File: src/rtl/pe_pkg.sv
// Shared definitions for the pe_my sequencer: FSM encoding, FP32 constants and
// the default RAM address width.
package pe_pkg;

  localparam int unsigned L_RAM_SIZE_DEF = 6;
  localparam int unsigned TIMEOUT_DEF    = 64;

  localparam logic [31:0] FP_ZERO = 32'h0000_0000;
  localparam logic [31:0] FP_ONE  = 32'h3F80_0000;

  typedef enum logic [2:0] {
    StIdle,
    StLoad,
    StClear,
    StRd,
    StMac,
    StWait,
    StDone
  } pe_state_e;

endpackage

File: src/rtl/pe_ctrl.sv
// Sequencer for one pe_my element: streams a B-vector into PE RAM, then issues one MAC
// per element, waiting for each FP result because the PE accumulator feeds back.
module pe_ctrl
  import pe_pkg::*;
#(
  parameter int unsigned L_RAM_SIZE = L_RAM_SIZE_DEF,
  parameter int unsigned TIMEOUT    = TIMEOUT_DEF
) (
  input  logic                  aclk,
  input  logic                  aresetn,
  input  logic                  start,
  input  logic                  load_en,
  input  logic [L_RAM_SIZE:0]   len,
  input  logic [31:0]           s_tdata,
  input  logic                  s_tvalid,
  output logic                  s_tready,
  output logic [L_RAM_SIZE-1:0] gb_addr,
  input  logic [31:0]           gb_rdata,
  output logic                  pe_aresetn,
  output logic [31:0]           pe_ain,
  output logic [31:0]           pe_din,
  output logic [L_RAM_SIZE-1:0] pe_addr,
  output logic                  pe_we,
  output logic                  pe_valid,
  input  logic                  pe_dvalid,
  input  logic [31:0]           pe_dout,
  output logic                  busy,
  output logic                  done,
  output logic                  err,
  output logic [31:0]           result
);

  localparam int unsigned LEN_W  = L_RAM_SIZE + 1;
  localparam int unsigned WDOG_W = (TIMEOUT > 1) ? $clog2(TIMEOUT) : 1;

  pe_state_e             r_state, w_state_nxt;
  logic [L_RAM_SIZE-1:0] r_cnt, w_cnt_nxt;
  logic [WDOG_W-1:0]     r_wdog, w_wdog_nxt;
  logic [LEN_W-1:0]      r_len, w_len_nxt;
  logic [31:0]           r_result, w_result_nxt;
  logic                  r_err, w_err_nxt;
  logic                  w_last;
  logic                  w_wdog_exp;

  // Compare at LEN_W bits so len = 2**L_RAM_SIZE terminates on cnt = all-ones.
  assign w_last     = ({1'b0, r_cnt} == (r_len - LEN_W'(1)));
  assign w_wdog_exp = (r_wdog == WDOG_W'(TIMEOUT - 1));

  assign pe_aresetn = aresetn & (r_state != StClear);
  assign result     = r_result;
  assign err        = r_err;

  always_ff @(posedge aclk or negedge aresetn) begin
    if (!aresetn) begin
      r_state  <= StIdle;
      r_cnt    <= '0;
      r_wdog   <= '0;
      r_len    <= '0;
      r_result <= FP_ZERO;
      r_err    <= 1'b0;
    end else begin
      r_state  <= w_state_nxt;
      r_cnt    <= w_cnt_nxt;
      r_wdog   <= w_wdog_nxt;
      r_len    <= w_len_nxt;
      r_result <= w_result_nxt;
      r_err    <= w_err_nxt;
    end
  end

  always_comb begin
    w_state_nxt  = r_state;
    w_cnt_nxt    = r_cnt;
    w_wdog_nxt   = r_wdog;
    w_len_nxt    = r_len;
    w_result_nxt = r_result;
    w_err_nxt    = r_err;
    s_tready     = 1'b0;
    gb_addr      = '0;
    pe_ain       = FP_ZERO;
    pe_din       = FP_ZERO;
    pe_addr      = '0;
    pe_we        = 1'b0;
    pe_valid     = 1'b0;
    busy         = (r_state != StIdle);
    done         = 1'b0;

    unique case (r_state)
      StIdle: begin
        if (start) begin
          w_len_nxt = len;
          w_err_nxt = 1'b0;
          w_cnt_nxt = '0;
          if (len == '0) begin
            w_result_nxt = FP_ZERO;
            w_state_nxt  = StDone;
          end else if (load_en) begin
            w_state_nxt = StLoad;
          end else begin
            w_state_nxt = StClear;
          end
        end
      end

      StLoad: begin
        s_tready = 1'b1;
        pe_addr  = r_cnt;
        pe_din   = s_tdata;
        pe_we    = s_tvalid;
        if (s_tvalid) begin
          if (w_last) begin
            w_cnt_nxt   = '0;
            w_state_nxt = StClear;
          end else begin
            w_cnt_nxt = r_cnt + L_RAM_SIZE'(1);
          end
        end
      end

      StClear: begin
        w_cnt_nxt   = '0;
        w_state_nxt = StRd;
      end

      StRd: begin
        pe_addr     = r_cnt;
        gb_addr     = r_cnt;
        w_state_nxt = StMac;
      end

      // gb_rdata and the PE's registered RAM read both reflect the address set in StRd.
      StMac: begin
        pe_addr     = r_cnt;
        gb_addr     = r_cnt;
        pe_valid    = 1'b1;
        pe_ain      = gb_rdata;
        w_wdog_nxt  = '0;
        w_state_nxt = StWait;
      end

      StWait: begin
        pe_addr    = r_cnt;
        gb_addr    = r_cnt;
        w_wdog_nxt = r_wdog + WDOG_W'(1);
        if (pe_dvalid) begin
          if (w_last) begin
            w_result_nxt = pe_dout;
            w_state_nxt  = StDone;
          end else begin
            w_cnt_nxt   = r_cnt + L_RAM_SIZE'(1);
            w_state_nxt = StRd;
          end
        end else if (w_wdog_exp) begin
          w_err_nxt   = 1'b1;
          w_state_nxt = StDone;
        end
      end

      StDone: begin
        done        = 1'b1;
        w_state_nxt = StIdle;
      end

      default: w_state_nxt = StIdle;
    endcase
  end

endmodule

File: config.mk
export PLATFORM = sky130hd
export DESIGN_NAME = pe_ctrl
export DESIGN_NICKNAME = d
export VERILOG_FILES = /design/src/rtl/pe_pkg.sv /design/src/rtl/pe_ctrl.sv
export SDC_FILE = /design/constraint.sdc
export NUM_CORES = 1
export LEC_CHECK = 0
export CAP_MARGIN = 10
export CORE_AREA = 2 2 87 89
export DETAILED_ROUTE_END_ITERATION = 16
export DIE_AREA = 0 0 89 91
export DONT_BUFFER_PORTS = 1
export GPL_TIMING_DRIVEN = 0
export SLEW_MARGIN = 20
export SYNTH_ARGS = -nofsm -noshare
export SYNTH_HDL_FRONTEND = slang
export SYNTH_SLANG_ARGS = --single-unit
File: constraint.sdc
create_clock -name aclk -period 2.4 [get_ports aclk]
set_clock_uncertainty 0.2 [all_clocks]
set_input_delay 0.24 -clock aclk [delete_from_list [all_inputs] [get_ports aclk]]
set_output_delay 0.24 -clock aclk [all_outputs]
set_load 0.02 [all_outputs]
# Word-level counts from Yosys, hierarchy flattened
# Cells that the tools add are included.
[word_totals]
ff_bits = 55
latch_bits = 0
ramBits = 0
mem_bits_ro = 0
input_bits = 109
out_inout_bits = 115
wordCells = 75
n_memories = 0
[classes]
add_sub_neg = 3
mul = 0
n_div = 0
magnitude_cmp = 0
eq_ne = 19
n_shift = 0
n_mux = 33
bitwise_logic = 1
reduce_logical = 13
[op_table]
columns = ["op", "count"]
rows = [
  ["32-bit 2-to-1 mux", 6],
  ["32-bit one-hot mux with 2 select lines", 1],
  ["6-bit 2-to-1 mux", 7],
  ["6-bit one-hot mux with 4 select lines", 1],
  ["3-bit 2-to-1 mux", 7],
  ["2-bit != test, second input constant", 9],
  ["3-bit one-hot mux with 6 select lines", 1],
  ["6-bit by 1-bit adder with 6-bit output, second input constant", 2],
  ["6-bit one-hot mux with 2 select lines", 1],
  ["5-bit AND reduction", 2],
  ["3-bit equality test, second input constant", 3],
  ["4-bit AND reduction", 2],
  ["6-bit by 7-bit equality test with 1-bit output", 1],
  ["7-bit logical NOT", 1],
  ["1-bit 2-to-1 mux", 7],
  ["7-bit by 1-bit subtractor with 7-bit output, second input constant", 1],
  ["3-bit by 2-bit equality test with 1-bit output, second input constant", 2],
  ["6-bit equality test, second input constant", 1],
  ["2-bit nonzero test", 2],
  ["4-bit nonzero test", 1],
  ["4-bit OR reduction", 1],
  ["3-bit by 1-bit equality test with 1-bit output, second input constant", 1],
  ["3-bit logical NOT", 1],
  ["3-bit by 2-bit != test with 1-bit output, second input constant", 1],
  ["7 further kinds", 7],
]

# Depth between registers and ports, before layout
# Gate-level depths: netlist (run 1).
[logic_depth]
ltp_word = 5
depth_mapped = 10
mapped_depth_nobuf = 8

# Worst setup path after synthesis (run 1)
# OpenSTA, ideal clock, no wires.
[synth_timing]
path_kind = "flip-flop to flip-flop"
startpoint = "register r_len[0]"
endpoint = "register r_result[0] (netlist: result[0])"
setup_time_ps = 121
arrival_ps = 1974
t_required_ps = 2079
slack_ps = 105
path_stages_with_launch = 11
path_buffers = 2
synth_period_minus_slack_ps = 2295
cell_sequence = "dfrtp_1 inv_1 ha_1 xor2_1 or3_1 nand3_1 and4b_1 buf_4 o22ai_4 buf_6 a22o_1"
[synth_between]
elab_chain_cells = 4
[synth_lines]
columns = ["item", "line_no", "source"]
rows = [
  ["start, declared", "pe_ctrl.sv:39", "logic [LEN_W-1:0] r_len, w_len_nxt;"],
  ["start signal, assigned", "pe_ctrl.sv:65", "r_len <= w_len_nxt;"],
  ["7-bit by 1-bit subtractor with 7-bit output", "pe_ctrl.sv:46", "assign w_last = ({1'b0, r_cnt} == (r_len - LEN_W'(1)));"],
  ["6-bit by 7-bit equality test with 1-bit output", "pe_ctrl.sv:46", ""],
  ["2-bit != test (no source line)", "n/a", ""],
  ["5-bit AND reduction (no source line)", "n/a", ""],
  ["end signal, assigned", "pe_ctrl.sv:66", "r_result <= w_result_nxt;"],
  ["end, declared", "pe_ctrl.sv:40", "logic [31:0] r_result, w_result_nxt;"],
]
# Every way passes these cells.
# A chain may end at the register's enable or synchronous reset.

# Final worst setup path (run 1)
[layout_timing]
startpoint = "register r_len[0]"
endpoint = "register r_result[9] (netlist: result[9])"
# The elaborated chain is that of the path after synthesis.

==> impl_metrics.json, run 1 <==
{
  "result_of_the_run": "completed",
  "die-width_um": 89,
  "synth_common_cells": "and2_1, dfrtp_1, a22o_1",
  "finalHoldViolations": 0,
  "postSynth.asyncResetShare_pct": 100,
  "ctsRootBufferMaster": "clkbuf_8",
  "io_pins": 224,
  "synth_seq_cells": 55,
  "static_leak_uw": 0.00181,
  "timing.critical_path.cells": "inv_2 > ha_4 > xor2_1 > or3_1 > nand3_2 > and4b_1 > buf_6 > o22ai_4 > buf_6 > a22o_1",
  "antenna_cells_inserted": 0,
  "clock.fmax_ghz": 0.420,
  "layout-area-overhead-vs-synth_pct": 28.7,
  "initialDrtViolationCount": 76,
  "multi_input_gate_area_in_the_final_layout_sq_mm": 0.00170,
  "synth_top_area_share_pct": 44.3,
  "routabilityCongestion": 0.867,
  "synth-seq-area-share_pct": 44.3,
  "launch_point_of_the_worst_path": "r_len[0]$_DFFE_PN0P_",
  "critical-path-slowest-cell": "dfrtp_1",
  "die_h_um": 91,
  "fin_crit_sh_pct": 99.1,
  "clock_sinks": 55,
  "dieArea_sq_mm": 0.00810,
  "synthTopCellsByArea": "dfrtp_1, and2_1, a22o_1",
  "total_vias_in_the_final_route": 2712,
  "synth_top_family_by_area": "simple AND/OR/NAND/NOR gates",
  "cts_buffer_count": 5,
  "yosys.area_share.adder_pct": 1.21,
  "synth_flop_cell": "dfrtp_1",
  "wirelength_um": 9010,
  "tritoncts_clock_tree": "built",
  "critical-path-top-cell-by-count": "buf_6",
  "post_synth_num_cell_types": 38,
  "global_route.overflow_total": 0,
  "synth_enable_flop_cells": 0,
  "critical_path.startpoint_type": "flip-flop",
  "post-synth-top-count-cell": "and2_1",
  "cap_viol_max_count": 0,
  "worst-endpoint-arrival_ns": 2.38,
  "timing.critical_path.buf_inv": 3,
  "clkTransAtPathRegs_ns": 0.10,
  "cp_data_required_time_ns": 2.40,
  "stdcell_count": 479,
  "post-place-cells": 423,
  "drive_gt1_share_pct": 21.1,
  "wire_per_inst_um": 18.8,
  "crit_end": "result[9]$_DFFE_PN0P_",
  "drt_first_pass_iters": 4,
  "post_synth_instance_area_sq_mm": 0.00310,
  "min_path_type": "primary input to flip-flop",
  "worst_setup_ep_type": "flip-flop",
  "design.core.area_sq_mm": 0.00714,
  "drtAntennaViolNets": 0,
  "core.rowCount": 31,
  "clock_tree_buf_depth": 2,
  "grt_antenna_before_repair": 0,
  "first_global_vias": 2460,
  "num-nets-final": 491,
  "filler_cell_count": 608,
  "final_period_minus_worst_setup_slack_ns": 2.38,
  "ir_worst_vdd_mv": 0.484,
  "worstReg2RegStart": "r_len[0]$_DFFE_PN0P_",
  "synth_compound_area_share_pct": 18.7,
  "rrSetupSlack_ns": 0.02,
  "total_number_of_cells_along_the_worst_setup_path": 10,
  "drc_errors_left": 0,
  "ys_warn_count": 0,
  "worst_r2r_end": "result[9]$_DFFE_PN0P_",
  "grt_max_degree": 56,
  "grt_util_all_layers_pct": 20.5,
  "power_density_mw_per_mm2": 970,
  "insertion_delay_ns": 0.32,
  "detailed_place_hpwl_um": 6310,
  "rr_worst_depth": 10,
  "placement.io_buffers": 0,
  "tns_ns": 0,
  "timing.critical_path.fanout_max": 10,
  "slew_headroom_pct": 57.9,
  "wire_length_of_the_first_global_routing_pass_um": 13100,
  "synth.net_count": 436,
  "postSynthCellCount": 324,
  "rsz_0062_raised_after_global_routing": "yes",
  "delay_heaviest_family_cp": "simple AND/OR/NAND/NOR gates",
  "syn_avg_cell_area_sq_um": 9.58,
  "initial_core_util_pct": 43.5,
  "ctsHtreeMaxLevel": 2,
  "report.final.setup_viol": 0,
  "synth_largest_area_cell": "dfrtp_1",
  "critical-path-max-stage-delay_ns": 0.44,
  "yosys.area_share.xor_xnor_pct": 2.26,
  "worst_slew_pin_slew_ns": 0.629,
  "synth_simple_gate_area_share_pct": 25.7,
  "drv_slew": 0,
  "timing.setup.critical_path_class": "flip-flop to flip-flop",
  "synth.area.mux_share_pct": 3.43,
  "sequential_cell_area_sq_mm": 0.00138,
  "avgViaCountPerCell": 5.66
}
[layout make-up]
class | count | share of cell area (%)
multi-input cells | 241 | 42.6
flip-flops and latches | 55 | 34.5
repair buffers | 50 | 13.0
plain buffers | 18 | 3.19
well taps | 99 | 3.10
clock buffers | 5 | 1.72
clock inverters | 3 | 1.16
inverters | 8 | 0.751
[report_power, final]
| part | total (uW) | internal [uW] | leakage (uW) | switching, uW |
|---|---|---|---|---|
| sequential | 1300 | 1070 | 0.000726 | 228 |
| clock | 633 | 315 | 0.0000548 | 318 |
| combinational | 1940 | 739 | 0.00103 | 1200 |
[registers in the layout, summed over array words and instances (netlist names)]
name	cells
err	1
r_cnt	6
r_len	7
result	32
r_wdog	6
r_state	3
[metal layers]
layer / global-route usage (%) / up-vias / wire, um
met5: 0 / - / 0
met4: 5.22 / 0 / 138
met3: 4.27 / 15 / 745
met2: 33.5 / 175 / 4270
met1: 27.5 / 1288 / 3860
li1: - / 1234 / -
[worst register-to-register path, delay by kind of cell (launching register included)]
kind,cells,cell delay (ns)
flops,1,0.44
simple gates,3,0.66
xor+xnor,1,0.15
compound gates,2,0.28
fa+ha+maj,1,0.18
buf+inv,3,0.36
[cell usage in the layout, fill, tap and decap left out, types with 5 or more instances in the layout]
cell type      count
dfrtp_1           54
and2_1            53
dlygate4sd3_1     43
a22o_1            32
and2_2            23
nand2_1           19
o21ai_0           14
nor2_1            14
a31oi_1           11
clkbuf_2           7
nand3_1            7
inv_1              6
clkbuf_8           6
a21oi_1            5
nor3_1             5
buf_6              5
mux2i_1            5
and3_1             5
mux2_2             5
[timing repair]
action / in CTS / in global routing
hold endpoints to repair: 96 / 2
gates cloned: 1 / 0
buffers inserted: 2 / 3
hold buffers: 43 / 1
setup endpoints to repair: 109 / 112
gates resized for setup: 34 / 29
pin swaps: 3 / 6
[how the worst min path moves through the flow]
stage          startpoint                     end  depth (start not counted)
2_1_floorplan     aresetn         err$_DFFE_PN0P_                          0
3_3_place_gp      aresetn  result[10]$_DFFE_PN0P_                          0
3_5_place_dp      aresetn  result[10]$_DFFE_PN0P_                          0
4_1_cts             start  result[13]$_DFFE_PN0P_                          2
5_1_grt             start  result[13]$_DFFE_PN0P_                          2
6_report            start  result[13]$_DFFE_PN0P_                          2
[through the flow]
step,cell area [sq um],utilization (%),total power (uW),setup slack [ns],hold slack [ns]
2_1_floorplan,3100,-,2660,0.105,-0.256
3_3_place_gp,3230,45.2,2900,-0.106,-0.254
3_5_place_dp,3230,45.2,2940,-0.127,-0.254
4_1_cts,3900,54.6,3800,-0.106,0.0562
5_1_grt,4000,56.0,4110,-0.0848,0.0665
6_report,4000,56.0,3880,0.0210,0.0730
[logic make-up after synthesis]
family | Yosys count
xor gates and xnor gates | 8
adders and majority gates | 3
buffers and inverters | 28
muxes | 10
and+or+nand+nor | 145
AOI/OAI and AO/OA | 75
DFF | 55
(Power assumes the default switching activity.)
==> inputs of run 2 (changes only) <==
Settings changed: HOLD_SLACK_MARGIN from default to 0.12.
==> impl_metrics.json, run 2 (synthesized netlist as in run 1, its figures left out) <==
{
  "detailed_place_hpwl_um": 6310,
  "tns_ns": 0,
  "timing.setup.critical_path_class": "flip-flop to flip-flop",
  "ctsHtreeMaxLevel": 2,
  "drtAntennaViolNets": 0,
  "layout.cells.most_common": "dfrtp_1",
  "layout_common_cells": "dfrtp_1, and2_1, dlygate4sd3_1",
  "clock.fmax_ghz": 0.418,
  "clock_sinks": 55,
  "io_pins": 224,
  "ctsRootBufferMaster": "clkbuf_8",
  "die-width_um": 89,
  "cp_data_required_time_ns": 2.40,
  "rsz_0062_raised_after_global_routing": "yes",
  "wire_per_inst_um": 18.9,
  "num-nets-final": 493,
  "routabilityCongestion": 0.867,
  "cts_buffer_count": 5,
  "avgViaCountPerCell": 5.67,
  "antenna_cells_inserted": 0,
  "wirelength_um": 9080,
  "rr_worst_depth": 9,
  "placement.io_buffers": 0,
  "multi_input_gate_area_in_the_final_layout_sq_mm": 0.00170,
  "layout_setup_ws_ns": 0.0103,
  "timing.critical_path.fanout_max": 10,
  "drc_errors_left": 0,
  "critical_path.startpoint_type": "flip-flop",
  "filler_cell_count": 605,
  "grt_antenna_before_repair": 0,
  "power_density_mw_per_mm2": 966,
  "first_global_vias": 2452,
  "final_period_minus_worst_setup_slack_ns": 2.39,
  "grt_max_degree": 56,
  "cap_viol_max_count": 0,
  "drv_slew": 0,
  "worst_slew_pin_slew_ns": 0.623,
  "worstReg2RegStart": "r_len[0]$_DFFE_PN0P_",
  "result_of_the_run": "completed",
  "hp-start": "pe_dvalid",
  "largest_reg_flops": 32,
  "report.final.setup_viol": 0,
  "finalHoldViolations": 0,
  "sequential_cell_area_sq_mm": 0.00138,
  "grt_util_all_layers_pct": 20.4,
  "drt_first_pass_iters": 5,
  "static_leak_uw": 0.00182,
  "ir_worst_vdd_mv": 0.484,
  "wire_length_of_the_first_global_routing_pass_um": 13000,
  "die_h_um": 91,
  "worst_setup_ep_type": "flip-flop",
  "slew_headroom_pct": 58.3,
  "launch_point_of_the_worst_path": "r_len[0]$_DFFE_PN0P_",
  "drive_gt1_share_pct": 21.5,
  "worst-endpoint-arrival_ns": 2.39,
  "rrSetupSlack_ns": 0.01,
  "core.rowCount": 31,
  "initialDrtViolationCount": 77,
  "whs_path_depth": 4,
  "clkTransAtPathRegs_ns": 0.12,
  "fin_util_pct": 56.3,
  "dieArea_sq_mm": 0.00810,
  "layout-area-overhead-vs-synth_pct": 29.4,
  "total_vias_in_the_final_route": 2729,
  "global_route.overflow_total": 0,
  "design.core.area_sq_mm": 0.00714,
  "tritoncts_clock_tree": "built",
  "min_path_type": "primary input to flip-flop",
  "dpl_worst_slack_ns": -0.127,
  "initial_core_util_pct": 43.5,
  "insertion_delay_ns": 0.32,
  "fin_crit_sh_pct": 99.6,
  "clock_tree_buf_depth": 2
}
==> run 2: cell count changes in the layout (fill, tap and decap cells not counted), sizes merged <==
cell / previous run / this run
clkbuf: 16 / 17
buf: 14 / 15
==> run 2: per-stage QoR <==
step	hold slack, ns	instance area (sq um)	std cells	total power [uW]
floorplan	-0.256	3100	324	2660
global placement	-0.254	3230	423	2900
detailed placement	-0.254	3230	423	2940
CTS	0.133	3910	477	3800
global route	0.157	4020	481	4110
finish	0.137	4020	481	3880
==> run 2: path summary, 6_finish.rpt <==
path / endpoint
worst max-delay path: result[9]$_DFFE_PN0P_
worst max register to register: result[9]$_DFFE_PN0P_
max in group asynchronous: result[19]$_DFFE_PN0P_
min in group asynchronous: r_len[5]$_DFFE_PN0P_
worst min-delay path: r_cnt[0]$_DFFE_PN0P_
worst min register to register: r_len[6]$_DFFE_PN0P_
==> run 2: timing repair <==
| action | 4_1_cts | 5_1_grt |
|---|---|---|
| buffers inserted | 2 | 4 |
| pin swaps | 3 | 5 |
| endpoints found under the hold margin | 102 | 0 |
| setup endpoints to repair | 109 | 112 |
| hold buffers | 44 | 0 |
| resized for setup | 34 | 32 |
| gates cloned | 1 | 1 |
==> run 2: layout make-up <==
class | count | area share [%]
buffer | 18 | 3.24
clock buffer | 5 | 1.71
clock inverter | 3 | 1.15
inverter | 8 | 0.747
multi-input combinational | 241 | 42.4
sequential | 55 | 34.3
tap | 99 | 3.08
timing repair buffer | 52 | 13.4
==> run 2: metal layers <==
metal | routed length (um) | global-route usage, % | part of all wire (%)
met3 | 757 | 4.27 | 8.3
met4 | 121 | 5.22 | 1.3
met1 | 3850 | 27.4 | 42
met5 | 0 | 0 | 0
met2 | 4350 | 33.4 | 48
==> run 2: critical path, cell delays in order (launching register included) <==
cell and delay (ns):
dfrtp_1 0.43, inv_2 0.07, ha_4 0.24, xnor2_2 0.14, a2111oi_4 0.36, and4b_1 0.26, buf_6 0.12, o22ai_4 0.11
buf_6 0.17, a22o_1 0.18
==> run 2: where the power goes <==
part	total (uW)	switching [uW]	internal, uW
sequential	1300	226	1070
combinational	1940	1200	740
clock	638	323	315
==> inputs of run 3 (changes only) <==
Clock period 2.4 ns to 1.92 ns, I/O delays scaled along.
==> impl_metrics.json, run 3 (synthesized netlist as in run 1, its figures left out) <==
{
  "drive_gt1_share_pct": 43.7,
  "tritoncts_clock_tree": "built",
  "die-width_um": 89,
  "cp_data_required_time_ns": 1.92,
  "report.final.setup_viol": 72,
  "finalHoldViolations": 0,
  "wirelength_um": 9770,
  "timing.setup.critical_path_class": "flip-flop to flip-flop",
  "fin_crit_sh_pct": 123,
  "layout-area-overhead-vs-synth_pct": 50.2,
  "cap_viol_max_count": 0,
  "ctsRootBufferMaster": "clkbuf_8",
  "result_of_the_run": "complete, but fails checks",
  "dpl_worst_slack_ns": -0.495,
  "rsz_0062_raised_after_global_routing": "yes",
  "layout.cells.most_common": "and2_4",
  "critical_path.startpoint_type": "flip-flop",
  "critical-path-max-stage-delay_ns": 0.41,
  "worst_setup_ep_type": "flip-flop",
  "power_density_mw_per_mm2": 1220,
  "drt_first_pass_iters": 4,
  "clock_sinks": 55,
  "static_leak_uw": 0.00216,
  "placement.io_buffers": 0,
  "dieArea_sq_mm": 0.00810,
  "grt_util_all_layers_pct": 21.3,
  "design.core.area_sq_mm": 0.00714,
  "wire_per_inst_um": 19.0,
  "dpl_cell_area_sq_mm": 0.00327,
  "insertion_delay_ns": 0.31,
  "die_h_um": 91,
  "clock_tree_buf_depth": 2,
  "routabilityCongestion": 0.802,
  "grt_max_degree": 56,
  "avgViaCountPerCell": 5.64,
  "initial_core_util_pct": 43.5,
  "io_pins": 224,
  "violations_in_the_final_reports": "negative setup slack",
  "worst-endpoint-arrival_ns": 2.37,
  "initialDrtViolationCount": 102,
  "clkTransAtPathRegs_ns": 0.11,
  "finished_cell_area_sq_mm": 0.00466,
  "drc_errors_left": 0,
  "final_period_minus_worst_setup_slack_ns": 2.37,
  "wire_length_of_the_first_global_routing_pass_um": 13800,
  "stdcell_count": 515,
  "slew_headroom_pct": 71.2,
  "clock.fmax_ghz": 0.422,
  "ir_worst_vdd_mv": 1.05,
  "total_vias_in_the_final_route": 2907,
  "critical-path-slowest-cell": "dfrtp_1",
  "grt_antenna_before_repair": 1,
  "largest_reg_flops": 32,
  "detailed_place_hpwl_um": 5920,
  "post-place-cells": 423,
  "core.rowCount": 31,
  "global_route.overflow_total": 0,
  "min_path_type": "primary input to asynchronous set/reset pin",
  "cts_buffer_count": 5,
  "drv_slew": 0,
  "timing.critical_path.fanout_max": 8,
  "ctsHtreeMaxLevel": 2,
  "layout_common_cells": "and2_4, dfrtp_1, dlygate4sd3_1",
  "worst_slew_pin_slew_ns": 0.431,
  "timing.critical_path.cells": "xor2_1 > a21o_1 > a2111oi_4 > and4b_1 > buf_6 > o22ai_4 > buf_4 > a22o_1",
  "drtAntennaViolNets": 0,
  "layout_setup_ws_ns": -0.450,
  "num-nets-final": 525,
  "first_global_vias": 2810
}
-- run 3: changes by cell type in the layout (fill, tap and decap cells not counted), moves of 7 or more --
cell and delta:
and2_4 +70, clkbuf_2 -7, and2_2 -18, dfrtp_1 -7, dfrtp_2 +7, buf_8 +7
and2_1 -52, buf_4 +22
-- run 3: report_power, final --
group | switching [uW] | internal (uW)
clock | 417 | 267
sequential | 293 | 1360
combinational | 1720 | 1660
total | 2430 | 3280
-- run 3: per-stage QoR --
stage / utilization [%] / TNS (ns) / hold WS, ns / power, uW
after floorplan: - / -9.18 / -0.304 / 3400
after global placement: 45.8 / -33.77 / -0.302 / 3710
after detailed placement: 45.8 / -36.81 / -0.302 / 3750
after CTS: 61.1 / -17.07 / 0.165 / 5140
after global routing: 65.3 / -23.44 / 0.192 / 6010
final: 65.3 / -17.42 / 0.180 / 5700
-- run 3: path summary, 6_finish.rpt --
path | from | end | slack, ns | cells after the start
max | r_cnt[5]$_DFFE_PN0P_ | result[0]$_DFFE_PN0P_ | -0.45 | 8
min | aresetn | result[6]$_DFFE_PN0P_ | 0.18 | 2
max reg2reg | r_cnt[5]$_DFFE_PN0P_ | result[0]$_DFFE_PN0P_ | -0.45 | 8
min reg2reg | r_wdog[1]$_DFFE_PN0N_ | r_wdog[1]$_DFFE_PN0N_ | 0.35 | 2
max in group asynchronous | aresetn | r_state[1]$_DFFE_PN0P_ | 1.07 | 2
min in group aclk | len[6] | r_state[1]$_DFFE_PN0P_ | 0.20 | 5
-- run 3: worst max-delay path: cells and delay by family, from the launching register on --
| kind | cells | cell delay (ns) |
|---|---|---|
| AO/OA/AOI/OAI | 4 | 0.89 |
| XOR/XNOR | 1 | 0.17 |
| flip-flops | 1 | 0.41 |
| AND/OR/NAND/NOR | 1 | 0.26 |
| buffers and inverters | 2 | 0.32 |
-- run 3: timing repair --
| item | in CTS | in global routing |
|---|---|---|
| pin swaps | 46 | 26 |
| gates resized for setup | 185 | 45 |
| hold buffers | 45 | 0 |
| endpoints found under the setup margin | 127 | 118 |
| endpoints found under the hold margin | 104 | 0 |
| gates cloned | 3 | 5 |
| setup buffers | 22 | 12 |
-- run 3: layout make-up --
| class | instances | area [sq um] |
|---|---|---|
| inverters | 8 | 33.8 |
| multi-input cells | 241 | 1930 |
| diodes | 2 | 5.00 |
| plain buffers | 17 | 198 |
| repair buffers | 85 | 890 |
| fillers | 577 | 2470 |
| clock buffers | 5 | 68.8 |
| flip-flops and latches | 55 | 1390 |
| well taps | 99 | 124 |
| clock inverters | 3 | 25.0 |
-- run 3: per-layer routing --
layer | up-vias | track usage (%) | wire [um]
met5 | - | 0 | 0
li1 | 1310 | - | -
met4 | 0 | 5.35 | 133
met2 | 159 | 36.6 | 4900
met3 | 15 | 5.18 | 702
met1 | 1423 | 26.5 | 4030
